--- config.mk ---
export PLATFORM = sky130hd
export DESIGN_NAME = rst_seq_ctrl_flat
export DESIGN_NICKNAME = d
export VERILOG_FILES = /design/src/rtl/rst_seq_ctrl_if.sv /design/src/rtl/rst_seq_ctrl.sv /design/src/flat_wrapper.sv
export SDC_FILE = /design/constraint.sdc
export NUM_CORES = 1
export LEC_CHECK = 0
export CORE_UTILIZATION = 56
export CTS_CLUSTER_SIZE = 40
export DETAILED_ROUTE_END_ITERATION = 10
export DONT_BUFFER_PORTS = 1
export GPL_TIMING_DRIVEN = 0
export PLACE_DENSITY_LB_ADDON = 0.15
export SYNTH_ARGS = -nofsm -noshare
export SYNTH_HDL_FRONTEND = slang
export SYNTH_SLANG_ARGS = --single-unit
--- constraint.sdc ---
create_clock -name clk_fr -period 2.23 [get_ports clk_fr]
set_input_delay 0.223 -clock clk_fr [delete_from_list [all_inputs] [get_ports clk_fr]]
set_output_delay 0.223 -clock clk_fr [all_outputs]
set_load 0.05 [all_outputs]
--- src/rtl/rst_seq_ctrl_if.sv ---
// Handshake bundle between the reset sequencer and the domains it releases.
interface rst_seq_ctrl_if #(
  parameter int unsigned NUM_STAGES = 3
);
  logic                  sw_rst_req;
  logic [NUM_STAGES-1:0] stage_ack;
  logic [NUM_STAGES-1:0] stage_rst;
  logic                  seq_done;
  logic                  seq_err;
  logic [2:0]            err_stage;
  logic [2:0]            cur_state;

  // Environment side: requests re-sequence and reports per-domain init-done.
  modport master (
    output sw_rst_req, stage_ack,
    input  stage_rst, seq_done, seq_err, err_stage, cur_state
  );

  // Sequencer side.
  modport slave (
    input  sw_rst_req, stage_ack,
    output stage_rst, seq_done, seq_err, err_stage, cur_state
  );
endinterface

--- src/rtl/rst_seq_ctrl.sv ---
// Reset sequencer: stretches the generator reset, then releases each domain
// reset in ascending order, waiting for that domain's init-done acknowledge
// (with timeout) and a fixed gap before releasing the next one.
module rst_seq_ctrl #(
  parameter int unsigned NUM_STAGES     = 3,
  parameter int unsigned STRETCH_CYCLES = 5,
  parameter int unsigned STAGE_GAP      = 4,
  parameter int unsigned TIMEOUT        = 256,
  parameter int unsigned CNT_W          = 16
) (
  input  logic         clk_fr,
  input  logic         rst,
  rst_seq_ctrl_if.slave bus
);

  typedef enum logic [2:0] {
    HOLD     = 3'd0,
    WAIT_ACK = 3'd1,
    GAP      = 3'd2,
    DONE     = 3'd3,
    ERR      = 3'd4
  } state_t;

  localparam logic [2:0]       LAST_IDX    = 3'(NUM_STAGES - 1);
  localparam logic [CNT_W-1:0] STRETCH_END = CNT_W'(STRETCH_CYCLES - 1);
  localparam logic [CNT_W-1:0] GAP_END     = CNT_W'(STAGE_GAP - 1);
  localparam logic [CNT_W-1:0] TIMEOUT_END = CNT_W'(TIMEOUT - 1);

  state_t                state;
  logic [CNT_W-1:0]      cnt;
  logic [2:0]            idx;
  logic [NUM_STAGES-1:0] stage_rst_q;
  logic                  seq_done_q;
  logic                  seq_err_q;
  logic [2:0]            err_stage_q;

  logic                  ack_cur;
  logic [NUM_STAGES-1:0] next_mask;

  // Pick the acknowledge of the current stage and the one-hot of the next stage;
  // a loop keeps widths exact for any NUM_STAGES in 1..8.
  always_comb begin
    ack_cur   = 1'b0;
    next_mask = '0;
    for (int unsigned i = 0; i < NUM_STAGES; i++) begin
      if (3'(i) == idx)         ack_cur      = bus.stage_ack[i];
      if (3'(i) == idx + 3'd1)  next_mask[i] = 1'b1;
    end
  end

  // Sequencing FSM; rst and a software request both restart the whole sequence.
  always_ff @(posedge clk_fr) begin
    if (rst || bus.sw_rst_req) begin
      state       <= HOLD;
      cnt         <= '0;
      idx         <= '0;
      stage_rst_q <= '1;
      seq_done_q  <= 1'b0;
      seq_err_q   <= 1'b0;
      err_stage_q <= '0;
    end else begin
      case (state)
        HOLD: begin
          if (cnt == STRETCH_END) begin
            stage_rst_q[0] <= 1'b0;
            cnt            <= '0;
            state          <= WAIT_ACK;
          end else begin
            cnt <= cnt + 1'b1;
          end
        end
        WAIT_ACK: begin
          if (ack_cur) begin
            if (idx == LAST_IDX) begin
              seq_done_q <= 1'b1;
              state      <= DONE;
            end else begin
              cnt   <= '0;
              state <= GAP;
            end
          end else if (cnt == TIMEOUT_END) begin
            seq_err_q   <= 1'b1;
            err_stage_q <= idx;
            stage_rst_q <= '1;
            state       <= ERR;
          end else begin
            cnt <= cnt + 1'b1;
          end
        end
        GAP: begin
          if (cnt == GAP_END) begin
            idx         <= idx + 3'd1;
            stage_rst_q <= stage_rst_q & ~next_mask;
            cnt         <= '0;
            state       <= WAIT_ACK;
          end else begin
            cnt <= cnt + 1'b1;
          end
        end
        DONE:    state <= DONE;
        ERR:     state <= ERR;
        default: state <= HOLD;
      endcase
    end
  end

  assign bus.stage_rst = stage_rst_q;
  assign bus.seq_done  = seq_done_q;
  assign bus.seq_err   = seq_err_q;
  assign bus.err_stage = err_stage_q;
  assign bus.cur_state = state;

endmodule

--- src/flat_wrapper.sv ---
// flat-port wrapper written by rule: the top's interface ports become plain ports
module rst_seq_ctrl_flat 
#(
  parameter int unsigned NUM_STAGES     = 3,
  parameter int unsigned STRETCH_CYCLES = 5,
  parameter int unsigned STAGE_GAP      = 4,
  parameter int unsigned TIMEOUT        = 256,
  parameter int unsigned CNT_W          = 16
)
  (clk_fr, rst, bus_sw_rst_req, bus_stage_ack, bus_stage_rst, bus_seq_done, bus_seq_err, bus_err_stage, bus_cur_state);
  rst_seq_ctrl_if #(.NUM_STAGES(NUM_STAGES)) bus_i ();
  input  logic clk_fr;
  input  logic rst;
  input wire logic [$bits(bus_i.sw_rst_req)-1:0] bus_sw_rst_req;
  input wire logic [$bits(bus_i.stage_ack)-1:0] bus_stage_ack;
  output wire logic [$bits(bus_i.stage_rst)-1:0] bus_stage_rst;
  output wire logic [$bits(bus_i.seq_done)-1:0] bus_seq_done;
  output wire logic [$bits(bus_i.seq_err)-1:0] bus_seq_err;
  output wire logic [$bits(bus_i.err_stage)-1:0] bus_err_stage;
  output wire logic [$bits(bus_i.cur_state)-1:0] bus_cur_state;
  assign bus_i.sw_rst_req = bus_sw_rst_req;
  assign bus_i.stage_ack = bus_stage_ack;
  assign bus_stage_rst = bus_i.stage_rst;
  assign bus_seq_done = bus_i.seq_done;
  assign bus_seq_err = bus_i.seq_err;
  assign bus_err_stage = bus_i.err_stage;
  assign bus_cur_state = bus_i.cur_state;
  rst_seq_ctrl #(.NUM_STAGES(NUM_STAGES), .STRETCH_CYCLES(STRETCH_CYCLES), .STAGE_GAP(STAGE_GAP), .TIMEOUT(TIMEOUT), .CNT_W(CNT_W)) u_core (.clk_fr(clk_fr), .rst(rst), .bus(bus_i));
endmodule
==> metrics.txt, run 1 <==
Post-synth EDFFs=0; largest net degree at the start of global routing=11; CP Data Required Time=2.49 ns; R2R Path End=u_core.cnt[12]$_SDFFE_PP0P_; final worst path period need=2.34 ns; # DRC=2; met2 Use GR=41.5%; top-area cell type share of the netlist area=35.1%; DIE AREA=3280 um2; synth unique cells=46; Via density=6.21; CP startpoint=u_core.idx[1]$_SDFFE_PP0P_; WP data arrival=2.60 ns; flop-to-flop setup slack=-0.11 ns; final instance area=2200 um2; share of cells above drive strength 1=33.8%; mapped cell area=1710 um2; P_leak=0.903 nW; Placed Area=1760 um2; Min Hold Slack=0.315 ns; utilization after layout=77.8%; via count=1534; # diodes=0; final slew viol count=0; Fmax=428 MHz; Clock Path Buffers=2; Power Density=532 nW/um2; Peak VDD IR=0.472 mV; post-synthesis adder-cell area fraction=5.11%; nets@finish=228; post-synth top area cell=dfxtp_1; Rows=19; Post-Synth XOR/XNOR Area=2.05%; total power=1.17 mW; clock-pin slew on the worst setup and hold paths=0.10 ns; crit path launch type=flip-flop; top_reg_cell synth=dfxtp_1; final hold vios=0; post-DP HPWL=2.50 mm; GRT Total Usage=24.8%; Final WS setup=-0.109 ns; Pre-antenna DRT Iters=10; critical path type=flip-flop to flip-flop; Mapped Avg Cell Area=8.61 um2; nature of the critical path endpoint=flip-flop; total grt overflow=0; Final Cycle Share=105%; clock skew=0.00905 ns; GR met3 Demand/Resource=6.58%; Detailed Route WL=4.02 mm; syn nets=212; most frequent cells in the layout=dfxtp_1, nand2_1, a21o_1, nor2_1, nand3_1; RSZ-0062 raised after global routing=true; GRT busiest layer=met2; combinational family with the most area after synthesis=simple AND/OR/NAND/NOR gates; flops & latches, synth=30; initial DRC count=92; relative max-transition margin=65.0%; Reg2Reg Depth=8; reg-to-reg startpoint=u_core.idx[1]$_SDFFE_PP0P_; mux contribution to synthesized area=3.58%; sequential fraction of the synthesis area=35.1%; DR WL/cell=16.3 um; Setup TNS=-0.428 ns; hold_buf cts=0; crit path capture=u_core.cnt[12]$_SDFFE_PP0P_; Syn Inst Count=199; core area=2830 um2; CTS Root Cell=clkbuf_4; YS warnings=0; failing checks=design-rule violations, negative setup slack; Die X=57.3 um; commonest non-fill, non-tap cell in the layout=dfxtp_1; GP Congestion=0.838; Final ANT Viol Nets=0; top cells by area, synth=dfxtp_1, a21o_1, ha_1; final setup fails=10; Tightest Hold Check Type=primary input to flip-flop; Clock Latency Late Sink=0.33 ns; TritonCTS clock tree=done; Slew @ Worst Pin=0.524 ns; max-capacitance violation count=0; simple-gate portion of the synthesized area=27.8%; height of the die=57.3 um; fraction of registers with async set/reset=0%; CTS Sinks=30; post-synthesis compound-gate area fraction=18.8%; CTS Buf Count=5; Initial Util=60.5%; Syn-to-layout area delta=28.6%; I/O Buffers=0; GR Layer Usage met1=31.5%; # IOs=17; outcome=complete, but fails checks; H-tree depth=2; first-pass GRT wire length=6.24 mm; vias in the first global route=1415; Worst Path Max Fanout=8; initial antenna violation count=0
## where the power goes
group / internal [mW] / leakage (nW) / switching [mW]
combinational: 0.0273 / 0.597 / 0.0336
clock: 0.380 / 0.0585 / 0.195
sequential: 0.531 / 0.248 / 0.00372
## area by class of cell
| type | instances | area, um2 |
|---|---|---|
| clock inverters | 2 | 60.1 |
| inverters | 9 | 38.8 |
| fillers | 190 | 627 |
| clock buffers | 6 | 51.3 |
| repair buffers | 10 | 95.1 |
| flip-flops and latches | 30 | 626 |
| multi-input cells | 150 | 1200 |
| plain buffers | 9 | 95.1 |
| well taps | 31 | 38.8 |
## layer usage
metal / vias to the layer above / share of wire (%)
li1: 738 / -
met1: 730 / 42
met2: 56 / 50
met3: 10 / 5.5
met4: 0 / 2.0
met5: - / 0
## worst max-delay path, cell delays in order (launching register included)
cell	delay [ns]
dfxtp_4	0.38
inv_4	0.04
ha_4	0.14
nand3b_1	0.21
a221oi_4	0.35
o311ai_4	0.15
or4_4	0.53
or3_1	0.38
o21ai_1	0.09
## logic make-up after synthesis
logic type	count (synthesis)
compound gates	44
flops	30
simple gates	89
xor+xnor	4
buf+inv	19
mux	6
fa+ha+maj	7
## repair_timing
item | CTS | global route
resized for setup | 27 | 32
cloned | 1 | 0
setup endpoints to repair | 16 | 19
pin swaps | 8 | 6
setup buffers | 7 | 2
## cell usage after synthesis, types with 2 or more instances
cell       instances
a211oi_1           3
or2b_2             3
nor3_1            10
o31ai_1            3
o2bb2ai_1          2
ha_1               7
nand2b_1           2
xnor2_1            2
mux2i_1            5
clkbuf_1           2
dfxtp_1           30
and3_1             2
nand3_1           11
nand2_1           19
nand4_1            3
or3_1              4
clkbuf_8           2
nor4_1             4
a21oi_1            6
inv_1              9
nor2_1            17
xor2_1             2
or2_2              4
o21ai_0            5
o21bai_1           2
buf_6              3
and2_1             2
a21o_1            17
## through the flow
step,worst slack [ns],instances
after floorplan,0.0136,199
after global placement,-0.214,230
after detailed placement,-0.251,230
after CTS,-0.0735,245
after global routing,-0.201,247
final,-0.109,247
## flip-flops by register name, indices dropped and copies added (netlist names)
| signal | cells |
|---|---|
| u_core.bus.err_stage | 3 |
| u_core.bus.seq_err | 1 |
| u_core.bus.stage_rst | 3 |
| u_core.idx | 3 |
| u_core.bus.seq_done | 1 |
| u_core.bus.cur_state | 3 |
| u_core.cnt | 16 |
## worst min-delay path by stage
stage | endpoint | startpoint | slack (ns) | depth (start not counted)
after floorplan | u_core.cnt[15]$_SDFFE_PP0P_ | u_core.cnt[15]$_SDFFE_PP0P_ | 0.45 | 1
after global placement | u_core.cnt[12]$_SDFFE_PP0P_ | u_core.cnt[12]$_SDFFE_PP0P_ | 0.48 | 2
after detailed placement | u_core.cnt[15]$_SDFFE_PP0P_ | u_core.cnt[15]$_SDFFE_PP0P_ | 0.49 | 1
after CTS | u_core.bus.seq_done$_SDFFE_PP0P_ | bus_stage_ack[2] | 0.29 | 3
after global routing | u_core.bus.seq_done$_SDFFE_PP0P_ | bus_stage_ack[2] | 0.30 | 3
final | u_core.bus.seq_done$_SDFFE_PP0P_ | bus_stage_ack[2] | 0.31 | 3
Note: power is estimated with default switching activity, not from simulation.
==> run 2, diff against run 1 <==
- PLACE_DENSITY_LB_ADDON: 0.15 -> 0.25
==> run 2 against run 1 <==
  * The run still ends with design-rule violations, negative setup slack left
  * Power decreased by 13%
  * Clock power fell by 25%
  * Via count shrank 2.6%
  * Fmax is 1.5% higher
  * First-iteration DRC count is 15% lower
  * Sequential cell count unchanged
  * Core utilization shrank 5.8 points
  * Sequential share of layout area is 2.2 points higher
  * Die area did not move
  * Combinational power fell by 21%
==> metrics.txt, run 2 (synthesis results as in run 1) <==
outcome=complete, but fails checks; failing checks=design-rule violations, negative setup slack; Slew @ Worst Pin=0.524 ns (+0.000238 ns); post-DP HPWL=2.43 mm (-2.8%); relative max-transition margin=65.0% (about the same); nature of the critical path endpoint=flip-flop; GRT Total Usage=23.2% (-1.6 points); # IOs=17 (unchanged); Via density=6.07 (-2.2%); total grt overflow=0 (unchanged); initial antenna violation count=0 (unchanged); Setup WS pre-CTS=-0.237 ns (+0.0138 ns); Final WS setup=-0.0744 ns (+0.0343 ns); crit path launch type=flip-flop; Initial Util=60.5% (unchanged); CP Data Required Time=2.52 ns (+0.03 ns); Die X=57.3 um (unchanged); Power Density=497 nW/um2 (-6.5%); Peak VDD IR=0.386 mV (-18%); Final Cycle Share=103% (-1.5 points); commonest non-fill, non-tap cell in the layout=dfxtp_1; vias in the first global route=1301 (-8.1%); Net Sw Frac=22.7% (+2.8 points); initial DRC count=78 (-15%); critical path type=flip-flop to flip-flop; met3 wire len=234 um (+5.4%); final setup fails=9 (-1); CTS Buf Count=5 (unchanged); first-pass GRT wire length=5.80 mm (-7.1%); clock-pin slew on the worst setup and hold paths=0.09 ns (about the same); TritonCTS clock tree=done; Worst Path Max Fanout=10 (+2); H-tree depth=2 (unchanged); final slew viol count=0 (unchanged); sequential share of power=52.7% (+7.0 points); Detailed Route WL=3.78 mm (-6.0%); Clock Path Buffers=2 (unchanged); Int Power=784 uW (-16%); height of the die=57.3 um (unchanged); Comb pwr share=4.8% (-0.4 points); P_leak=0.863 nW (-4.5%); largest reg by FF count=u_core.cnt; total power=1.01 mW (-13%); WP data arrival=2.60 ns (about the same); Fmax=434 MHz (+1.5%); final worst path period need=2.30 ns (-0.0343 ns); CTS Root Cell=clkbuf_4; final hold vios=0 (unchanged); I/O Buffers=0 (unchanged); # diodes=0 (unchanged); Rows=19 (unchanged); DIE AREA=3280 um2 (unchanged); nets@finish=227 (-0.44%); # DRC=2 (unchanged); share of cells above drive strength 1=30.7% (-3.1 points); clock network power share=42.6% (-6.5 points); DR WL/cell=15.4 um (-5.6%); Tightest Hold Check Type=primary input to flip-flop; largest net degree at the start of global routing=11 (unchanged); max-capacitance violation count=0 (unchanged); max FFs per register=16 (unchanged); via count=1494 (-2.6%); most frequent cells in the layout=dfxtp_1, nand2_1, a21o_1, nor2_1; sw power=230 uW (-1.1%); Syn-to-layout area delta=19.0%; wl on met1=1.67 mm (-1.5%); Final ANT Viol Nets=0 (unchanged); Clock Latency Late Sink=0.35 ns (+0.02 ns); clock skew=0.0113 ns (+0.00222 ns); CTS Sinks=30 (unchanged); Met2 Wirelength=1.80 mm (-11%); RSZ-0062 raised after global routing=true; core area=2830 um2 (unchanged); Pre-antenna DRT Iters=7 (-3); GP Congestion=0.805 (-3.9%); uppermost layer routed=met4
[run 2: changes by cell type in the layout (fill, tap and decap cells not counted), moves of 2 or more]
cell,before,now
ha_4,3,1
clkinv_2,0,2
nor3_4,5,1
nor3_2,2,6
[run 2: layout make-up]
class | count | area (um2)
multi-input cells | 150 | 1110
repair buffers | 9 | 67.6
clock buffers | 5 | 37.5
fillers | 202 | 791
flip-flops and latches | 30 | 624
well taps | 31 | 38.8
clock inverters | 3 | 40.0
inverters | 9 | 36.3
plain buffers | 9 | 87.6
[run 2: path summary, 6_finish.rpt]
| path | from | to | cells past startpoint | slack [ns] |
|---|---|---|---|---|
| max | u_core.idx[1]$_SDFFE_PP0P_ | u_core.cnt[6]$_SDFFE_PP0P_ | 9 | -0.07 |
| min | bus_stage_ack[1] | u_core.bus.cur_state[1]$_SDFFE_PP0P_ | 4 | 0.29 |
| max reg2reg | u_core.idx[1]$_SDFFE_PP0P_ | u_core.cnt[6]$_SDFFE_PP0P_ | 9 | -0.07 |
| min reg2reg | u_core.cnt[1]$_SDFFE_PP0P_ | u_core.cnt[1]$_SDFFE_PP0P_ | 2 | 0.49 |
[run 2: stage by stage]
stage / setup TNS (ns) / instance area [um2] / cells / hold WS [ns] / utilization [%]
2_1_floorplan: 0 / 1720 / 199 / 0.450 / -
3_3_place_gp: -1.95 / 1760 / 230 / 0.472 / 62.2
3_5_place_dp: -2.84 / 1760 / 230 / 0.478 / 62.2
4_1_cts: -0.279 / 1930 / 242 / 0.283 / 68.4
5_1_grt: -1.76 / 2040 / 246 / 0.309 / 72.0
6_report: -0.300 / 2040 / 246 / 0.290 / 72.0
[run 2: power by group through the flow]
stage	Clock (mW)	Combinational, mW	Sequential [mW]
after floorplan	0	0.0358	0.552
after global placement	0	0.0424	0.552
after detailed placement	0	0.0432	0.552
after CTS	0.439	0.0460	0.535
after global routing	0.456	0.0526	0.535
final	0.432	0.0482	0.534
[run 2: layer usage]
layer  up-vias  track usage (%)
met5         -                0
met4         0             12.9
met3         8             6.35
met2        46             32.6
met1       701             32.1
li1        739                -
[run 2: repair_timing]
action / in CTS / in global routing
buffers inserted: 4 / 5
resized for setup: 19 / 20
pin swaps: 5 / 2
setup endpoints to repair: 16 / 23
hold buffers: 0 / 0
[run 2: critical path: stages, from the launching register on]
cell and delay, ns:
dfxtp_4 0.38, inv_4 0.04, ha_4 0.15, nand3b_1 0.22, a221oi_4 0.39, o311ai_4 0.12, or4_4 0.50, buf_8 0.18
nor3_2 0.14, a21o_1 0.13
